### src/rtl/byte_word_packer.sv
// byte_word_packer
//   Packs an 8-bit valid/ready byte stream into WORD_BYTES-wide words with a
//   byte-keep mask and a frame-last flag. The accumulator and the output
//   register are separate, so filling continues while a finished word waits
//   downstream. Sustained throughput is one byte per clock.
//
// Parameters
//   WORD_BYTES  bytes per output word (>= 2)
//   CNT_W       width of the wrapping sent-word counter
//
// Ports
//   clk, rst    clock; synchronous active-high reset
//   in_data     input byte
//   in_valid    input byte valid
//   in_last     input byte ends a frame
//   in_ready    packer accepts a byte this cycle
//   out_data    packed word, lane 0 (first byte) in bits [7:0]
//   out_keep    lane-filled mask
//   out_last    word ends a frame
//   out_valid   output word valid
//   out_ready   downstream accepts the word
//   word_cnt    words transferred on the output (wraps)
//   out_parity  even parity per lane (only with BYTE_WORD_PACKER_PARITY_EN)
//
// Configuration macro
//   BYTE_WORD_PACKER_PARITY_EN  adds the out_parity output port.
module byte_word_packer #(
  parameter int WORD_BYTES = 4,
  parameter int CNT_W      = 16
) (
  input  logic                    clk,
  input  logic                    rst,
  input  logic [7:0]              in_data,
  input  logic                    in_valid,
  input  logic                    in_last,
  output logic                    in_ready,
  output logic [8*WORD_BYTES-1:0] out_data,
  output logic [WORD_BYTES-1:0]   out_keep,
  output logic                    out_last,
  output logic                    out_valid,
  input  logic                    out_ready,
  output logic [CNT_W-1:0]        word_cnt
`ifdef BYTE_WORD_PACKER_PARITY_EN
  ,
  output logic [WORD_BYTES-1:0]   out_parity
`endif
);

  localparam int LANE_W = $clog2(WORD_BYTES + 1);

  typedef enum logic {EMPTY, FILL} fillState_t;

  fillState_t                state;
  logic [LANE_W-1:0]         laneCnt;
  logic [8*WORD_BYTES-1:0]   accData;
  logic [WORD_BYTES-1:0]     accKeep;
  logic                      wouldComplete;
  logic                      inAccept;
  logic                      outAccept;
  logic [8*WORD_BYTES-1:0]   mergedData;
  logic [WORD_BYTES-1:0]     mergedKeep;

  // Even parity of each byte lane; unfilled lanes are zero so their bit is 0.
  function automatic logic [WORD_BYTES-1:0] laneParity(input logic [8*WORD_BYTES-1:0] d);
    logic [WORD_BYTES-1:0] p;
    p = '0;
    for (int i = 0; i < WORD_BYTES; i++) begin
      p[i] = ^d[8*i +: 8];
    end
    return p;
  endfunction

  // A byte completes the word when it fills the top lane or closes a frame.
  assign wouldComplete = (laneCnt == LANE_W'(WORD_BYTES - 1)) || in_last;
  // Only a completing byte needs the output register; it may load in the
  // same edge the current word drains.
  assign in_ready  = !wouldComplete || !out_valid || out_ready;
  assign inAccept  = in_valid && in_ready;
  assign outAccept = out_valid && out_ready;

  // Accumulator contents with the incoming byte dropped into lane[laneCnt].
  // Only committed on an accept, so in_data never reaches an unfilled lane
  // when in_valid is low.
  always_comb begin
    mergedData = (state == EMPTY) ? '0 : accData;
    mergedKeep = (state == EMPTY) ? '0 : accKeep;
    for (int i = 0; i < WORD_BYTES; i++) begin
      if (laneCnt == LANE_W'(i)) begin
        mergedData[8*i +: 8] = in_data;
        mergedKeep[i]        = 1'b1;
      end
    end
  end

  // Stage boundary: accumulator and output register update.
  always_ff @(posedge clk) begin
    if (rst) begin
      state     <= EMPTY;
      laneCnt   <= '0;
      accData   <= '0;
      accKeep   <= '0;
      out_valid <= 1'b0;
      out_data  <= '0;
      out_keep  <= '0;
      out_last  <= 1'b0;
      word_cnt  <= '0;
`ifdef BYTE_WORD_PACKER_PARITY_EN
      out_parity <= '0;
`endif
    end else begin
      if (outAccept) begin
        out_valid <= 1'b0;
        word_cnt  <= word_cnt + CNT_W'(1);
      end
      if (inAccept) begin
        if (wouldComplete) begin
          // Overrides the drain above when both happen: new word replaces old.
          out_data  <= mergedData;
          out_keep  <= mergedKeep;
          out_last  <= in_last;
          out_valid <= 1'b1;
`ifdef BYTE_WORD_PACKER_PARITY_EN
          out_parity <= laneParity(mergedData);
`endif
          laneCnt   <= '0;
          accData   <= '0;
          accKeep   <= '0;
          state     <= EMPTY;
        end else begin
          accData   <= mergedData;
          accKeep   <= mergedKeep;
          laneCnt   <= laneCnt + LANE_W'(1);
          state     <= FILL;
        end
      end
    end
  end

endmodule

### config.mk
export PLATFORM = sky130hd
export DESIGN_NAME = byte_word_packer
export DESIGN_NICKNAME = d
export VERILOG_FILES = /design/src/rtl/byte_word_packer.sv
export SDC_FILE = /design/constraint.sdc
export NUM_CORES = 1
export LEC_CHECK = 0
export BUFFER_PORTS_ARGS = -buffer_cell sky130_fd_sc_hd__buf_2
export CAP_MARGIN = 0
export CORE_MARGIN = 3
export CORE_UTILIZATION = 56
export CTS_CLUSTER_SIZE = 24
export DETAILED_ROUTE_END_ITERATION = 16
export PLACE_DENSITY = 0.77
export SLEW_MARGIN = 20
export SYNTH_ARGS = -nofsm -noshare
export SYNTH_HDL_FRONTEND = slang
export SYNTH_SLANG_ARGS = --single-unit
### constraint.sdc
create_clock -name clk -period 2.95 [get_ports clk]
set_clock_uncertainty 0.05 [all_clocks]
set_input_delay 0.1475 -clock clk [delete_from_list [all_inputs] [get_ports clk]]
set_output_delay 0.1475 -clock clk [all_outputs]
set_load 0.03 [all_outputs]
**Yosys cells after proc, flatten, opt, wreduce, memory -nomap -nowiden**

Cells that the tools add are included.
W data, S select, Z words.

- $add $sub $neg: 2
- $mul: 0
- Div/mod/pow operators: 0
- Order comparisons: 0
- Eq/ne operators: 3
- Shift-type cells: 0
- Muxes and demuxes: 17
- Bitwise operators: 0
- Reductions and logical operators: 9

Operator list:

| kind | count |
|---|---|
| $mux W32 | 2 |
| $mux W8 | 4 |
| $add A16 B1 Y16 const B | 1 |
| $mux W1 | 8 |
| $mux W4 | 2 |
| $eq A3 B2 Y1 const B | 2 |
| $add A3 B1 Y3 const B | 1 |
| $eq A3 B1 Y1 const B | 1 |
| $logic_not A3 Y1 | 1 |
| $logic_or A1 B1 Y1 | 3 |
| $mux W3 | 1 |
| $logic_and A1 B1 Y1 | 2 |
| $logic_not A1 Y1 | 2 |
| $reduce_and A2 Y1 | 1 |

- Register bits after elaboration: 94
- Latch bits: 0
- RAM bits: 0
- Bits in read-only memories: 0
- Bits of input ports: 13
- Output and inout port bits: 55
- Logic and storage cells: 40
- Memories kept: 0

**Logic depth before layout (Yosys ltp)**

- Word-level depth: 7
- Gate-level depth with buffers: 10
- Mapped depth without buffers: 6

**Least setup slack after synthesis**

Ideal clock, no wire load.

- Kind: register -> register
- Start point: reg laneCnt[2]
- End point: reg out_data[10]
- Library setup time: 0.078 ns
- Data arrival time: 1.980 ns
- Data required time: 2.822 ns
- Setup slack: 0.842 ns
- Stages on the path, launching flop included: 10
- Buffers on the path: 3
- Clock period less this slack: 2.108 ns
- Path through: dfxtp_1 -> clkbuf_1 -> clkbuf_1 -> inv_1 -> ha_1 -> nor2_1 -> nand3b_1 -> clkbuf_1 -> nor2_1 -> nor3_1

- Cells in the longest elaborated chain, start to end: 7
- Elaborated cells between the ends (all ways): 9
- Classes of those cells: eq/ne (2); mux (1); reduce/logical (6)

RTL lines:

| element | RTL line | text |
|---|---|---|
| start: declaration | 54 | `logic [LANE_W-1:0] laneCnt;` |
| start signal: assignment | 132 | `laneCnt <= laneCnt + LANE_W'(1);` |
| $eq A3 B2 Y1 | 74 | `assign wouldComplete = (laneCnt == LANE_W'(WORD_BYTES - 1)) \|\| in_last;` |
| $logic_or A1 B1 Y1 | 74 |  |
| $logic_not A1 Y1 | 77 | `assign in_ready = !wouldComplete \|\| !out_valid \|\| out_ready;` |
| $logic_or A1 B1 Y1 (2 in a row) | 77 |  |
| $logic_and A1 B1 Y1 | 78 | `assign inAccept = in_valid && in_ready;` |
| $reduce_and A2 Y1 (no line) | - |  |
| end signal: assignment | 118 | `out_data <= mergedData;` |
| end: declaration | 37 | `output logic [8*WORD_BYTES-1:0] out_data,` |

Parallel ways exist; a longest one is shown, timed or not.
A chain may end at the register's enable or synchronous reset.

**Worst setup path in the final report**

- Start point: reg laneCnt[0]
- End point: reg laneCnt[0]

- Cells in the longest elaborated chain, start to end: 6
- Elaborated cells between the ends (all ways): 8
- Classes of those cells: add/sub (1); eq/ne (1); mux (1); reduce/logical (5)

RTL lines:

| element |
|---|
| parallel branches: the longest is 6 deep, another holds $add A3 B1 Y3 |

Parallel ways; which one is timed is not known.

==> reports/qor.yml <==
num_vias: 3656
drv_slew: 0
max_freq_ghz: 0.4810
ys_seq_area_share_pct: 46.71
synthArstFlopShare_pct: 0
clk_latency_ns: 0.36
place_ws_ns: 0.9177
grt_use_total_pct: 23.20
cts_tree: "done"
drc: 0
synth_edf_count: 0
grt_pass1_wl_um: 15690
reg2reg_to: "laneCnt[0]"
hold_viol: 0
drive_gt1_share_pct: 17.27
slew_headroom_pct: 57.10
die-width_um: 90.82
fp.dieArea_um2: 8248
setup-tns-final_ns: 0
die_h_um: 90.82
rows: 30
cp-start-kind: "flop"
r2r-start: "laneCnt[0]"
cts-root-buf: "clkbuf_8"
ff2ff_setup_slack_ns: 0.87
worst-setup-path-type: "flop to flop"
syn-cell-area_um2: 4029
first_iter_violations: 301
powerDensity_nw_per_um2: 553.9
cp.arrival_ns: 2.31
hold_ws_ns: 0.04667
fin_nets: 571
end_kind: "flop"
drv_cap: 0
worstMarginPinSlew_ns: 0.6427
hold_path_end: "word_cnt[1]"
rsz0062_at_grt: "no"
grt_pass1_vias: 3328
crit_required_ns: 3.18
fillers: 611
layout.cells.non_filler: 652
p_leak_nw: 1.862
finalWorstSetupSlack_ns: 0.8709
rr_worst_depth: 7
grt_overflow: 0
synth_flop_cell: "dfxtp_1"
worst-path-max-fanout: 38
peakVddDrop_v: 0.0003197
first_pass_iters: 5
cts.clk_slew.worst_paths_ns: 0.09
dp_cells: 636
cts_sinks: 94
routed_wl_um: 9396
min_from: "out_ready"
cts_buffers: 9
dpl.hpwl_um: 6261
mostFrequentLayoutCells: "nor2_1, dfxtp_1, buf_2, nand2_1, a22oi_1"
fp.coreArea_um2: 6869
grt_max_degree: 39
synthCells: 505
seqCellArea_um2: 1882
antenna_found_initial: 0
syn_nets: 524
ant_nets: 0
setup_viol: 0
power.total_mw: 2.551
final_common_cell: "nor2_1"
cts_max_level: 3
cts-resized-gates: 0
start_util_pct: 58.65
gp_congestion: 0.7656
cts.hold.buffers_added: 1
ys_seq_elements: 94
whs_path_depth: 3
multi_input_area_um2: 1948
ios: 68
outcome: "finished, final reports clean"
cts_buffer_depth: 2
finalCriticalPeriod_ns: 2.079
routedWlPerCell_um: 14.41
synth_cell_types: 36
via_per_inst: 5.607
avgSynthCellArea_um2: 7.978
hp-class: "primary input to flop"
postCtsSetupBuffers: 0
ys.warnings.count: 0
post-route-period-util_pct: 70.48
area_growth_pct: 14.32
port_buffers: 67
antenna-diode-count: 0
==> sequential cells by signal, indices dropped and copies added, names as in the netlist <==
register,cells
accData,32
out_data,32
word_cnt,16
accKeep,4
out_keep,4
laneCnt,3
out_last,1
out_valid,1
state,1
==> final cells by class <==
cell class,count,share of cell area [%]
Clock buffer,11,2.852
Clock inverter,4,1.576
Inverter,5,0.4075
Multi-Input combinational cell,364,42.30
Sequential cell,94,40.86
Tap cell,96,2.608
Timing Repair Buffer,78,9.400
==> routing by layer <==
metal	up-vias	part of all wire, %	routed length [um]	GRT usage [%]
met5	-	0	0	0
met3	15	6.7	633	5.667
met2	117	48	4481	37.74
li1	1823	-	-	-
met1	1701	44	4113	29.50
met4	0	1.8	168	9.548
==> worst max path at each step <==
stage | to | slack, ns | depth (start not counted) | from
2_1_floorplan | out_data[10] | 0.84 | 9 | laneCnt[2]
3_3_place_gp | laneCnt[0] | 0.96 | 7 | laneCnt[0]
3_5_place_dp | laneCnt[0] | 0.92 | 7 | laneCnt[0]
4_1_cts | laneCnt[0] | 0.88 | 7 | laneCnt[0]
5_1_grt | accData[0] | 0.70 | 6 | laneCnt[0]
6_report | laneCnt[0] | 0.87 | 7 | laneCnt[0]
==> where the power goes <==
group	internal [mW]	total (mW)	switching (mW)	leakage, nW
sequential	1.31	1.34	0.0265	0.765
clock	0.472	0.899	0.427	0.0994
combinational	0.0920	0.314	0.222	0.998
==> logic make-up (layout without fill, tap and decap cells) <==
family / Yosys count / in the layout / share of synthesized area [%]
AOI/OAI and AO/OA: 94 / 94 / 14.85
adders and majority gates: 6 / 6 / 1.863
and+or+nand+nor: 255 / 255 / 29.69
xor gates and xnor gates: 9 / 9 / 1.957
buffers and inverters: 47 / 98 / 4.938
DFF: 94 / 94 / 46.71
==> worst max-delay path: stages (launching register included) <==
cell      delay, ns
dfxtp_1        0.36
ha_1           0.23
ha_1           0.21
nor2_1         0.31
and2_1         0.19
buf_4          0.37
nor2_1         0.08
a211oi_1       0.20
==> metrics by stage <==
| stage | cell area [um2] | utilization [%] |
|---|---|---|
| after floorplan | 4029 | - |
| after global placement | 4392 | 63.93 |
| after detailed placement | 4392 | 63.93 |
| after CTS | 4606 | 67.05 |
| after global routing | 4606 | 67.05 |
| final | 4606 | 67.05 |
==> cell usage after synthesis, types with 2 or more instances <==
cell type | number | area [um2]
nor2b_1 | 3 | 18.77
xor2_1 | 9 | 78.83
a22oi_1 | 37 | 277.8
o21ai_0 | 33 | 165.2
nand3_1 | 9 | 45.04
buf_1 | 2 | 7.510
dfxtp_1 | 94 | 1882
ha_1 | 6 | 75.07
nand3b_1 | 25 | 187.7
a211oi_1 | 5 | 37.54
clkbuf_1 | 27 | 101.4
o31ai_1 | 4 | 30.03
inv_1 | 5 | 18.77
nand2_1 | 45 | 168.9
nand4_1 | 3 | 18.77
or4_1 | 4 | 30.03
nor2_1 | 117 | 439.2
nor3_1 | 35 | 175.2
a21oi_1 | 11 | 55.05
buf_2 | 12 | 60.06
and2_1 | 3 | 18.77
and4_1 | 2 | 17.52
No activity file was read; power rests on OpenSTA's default activity.
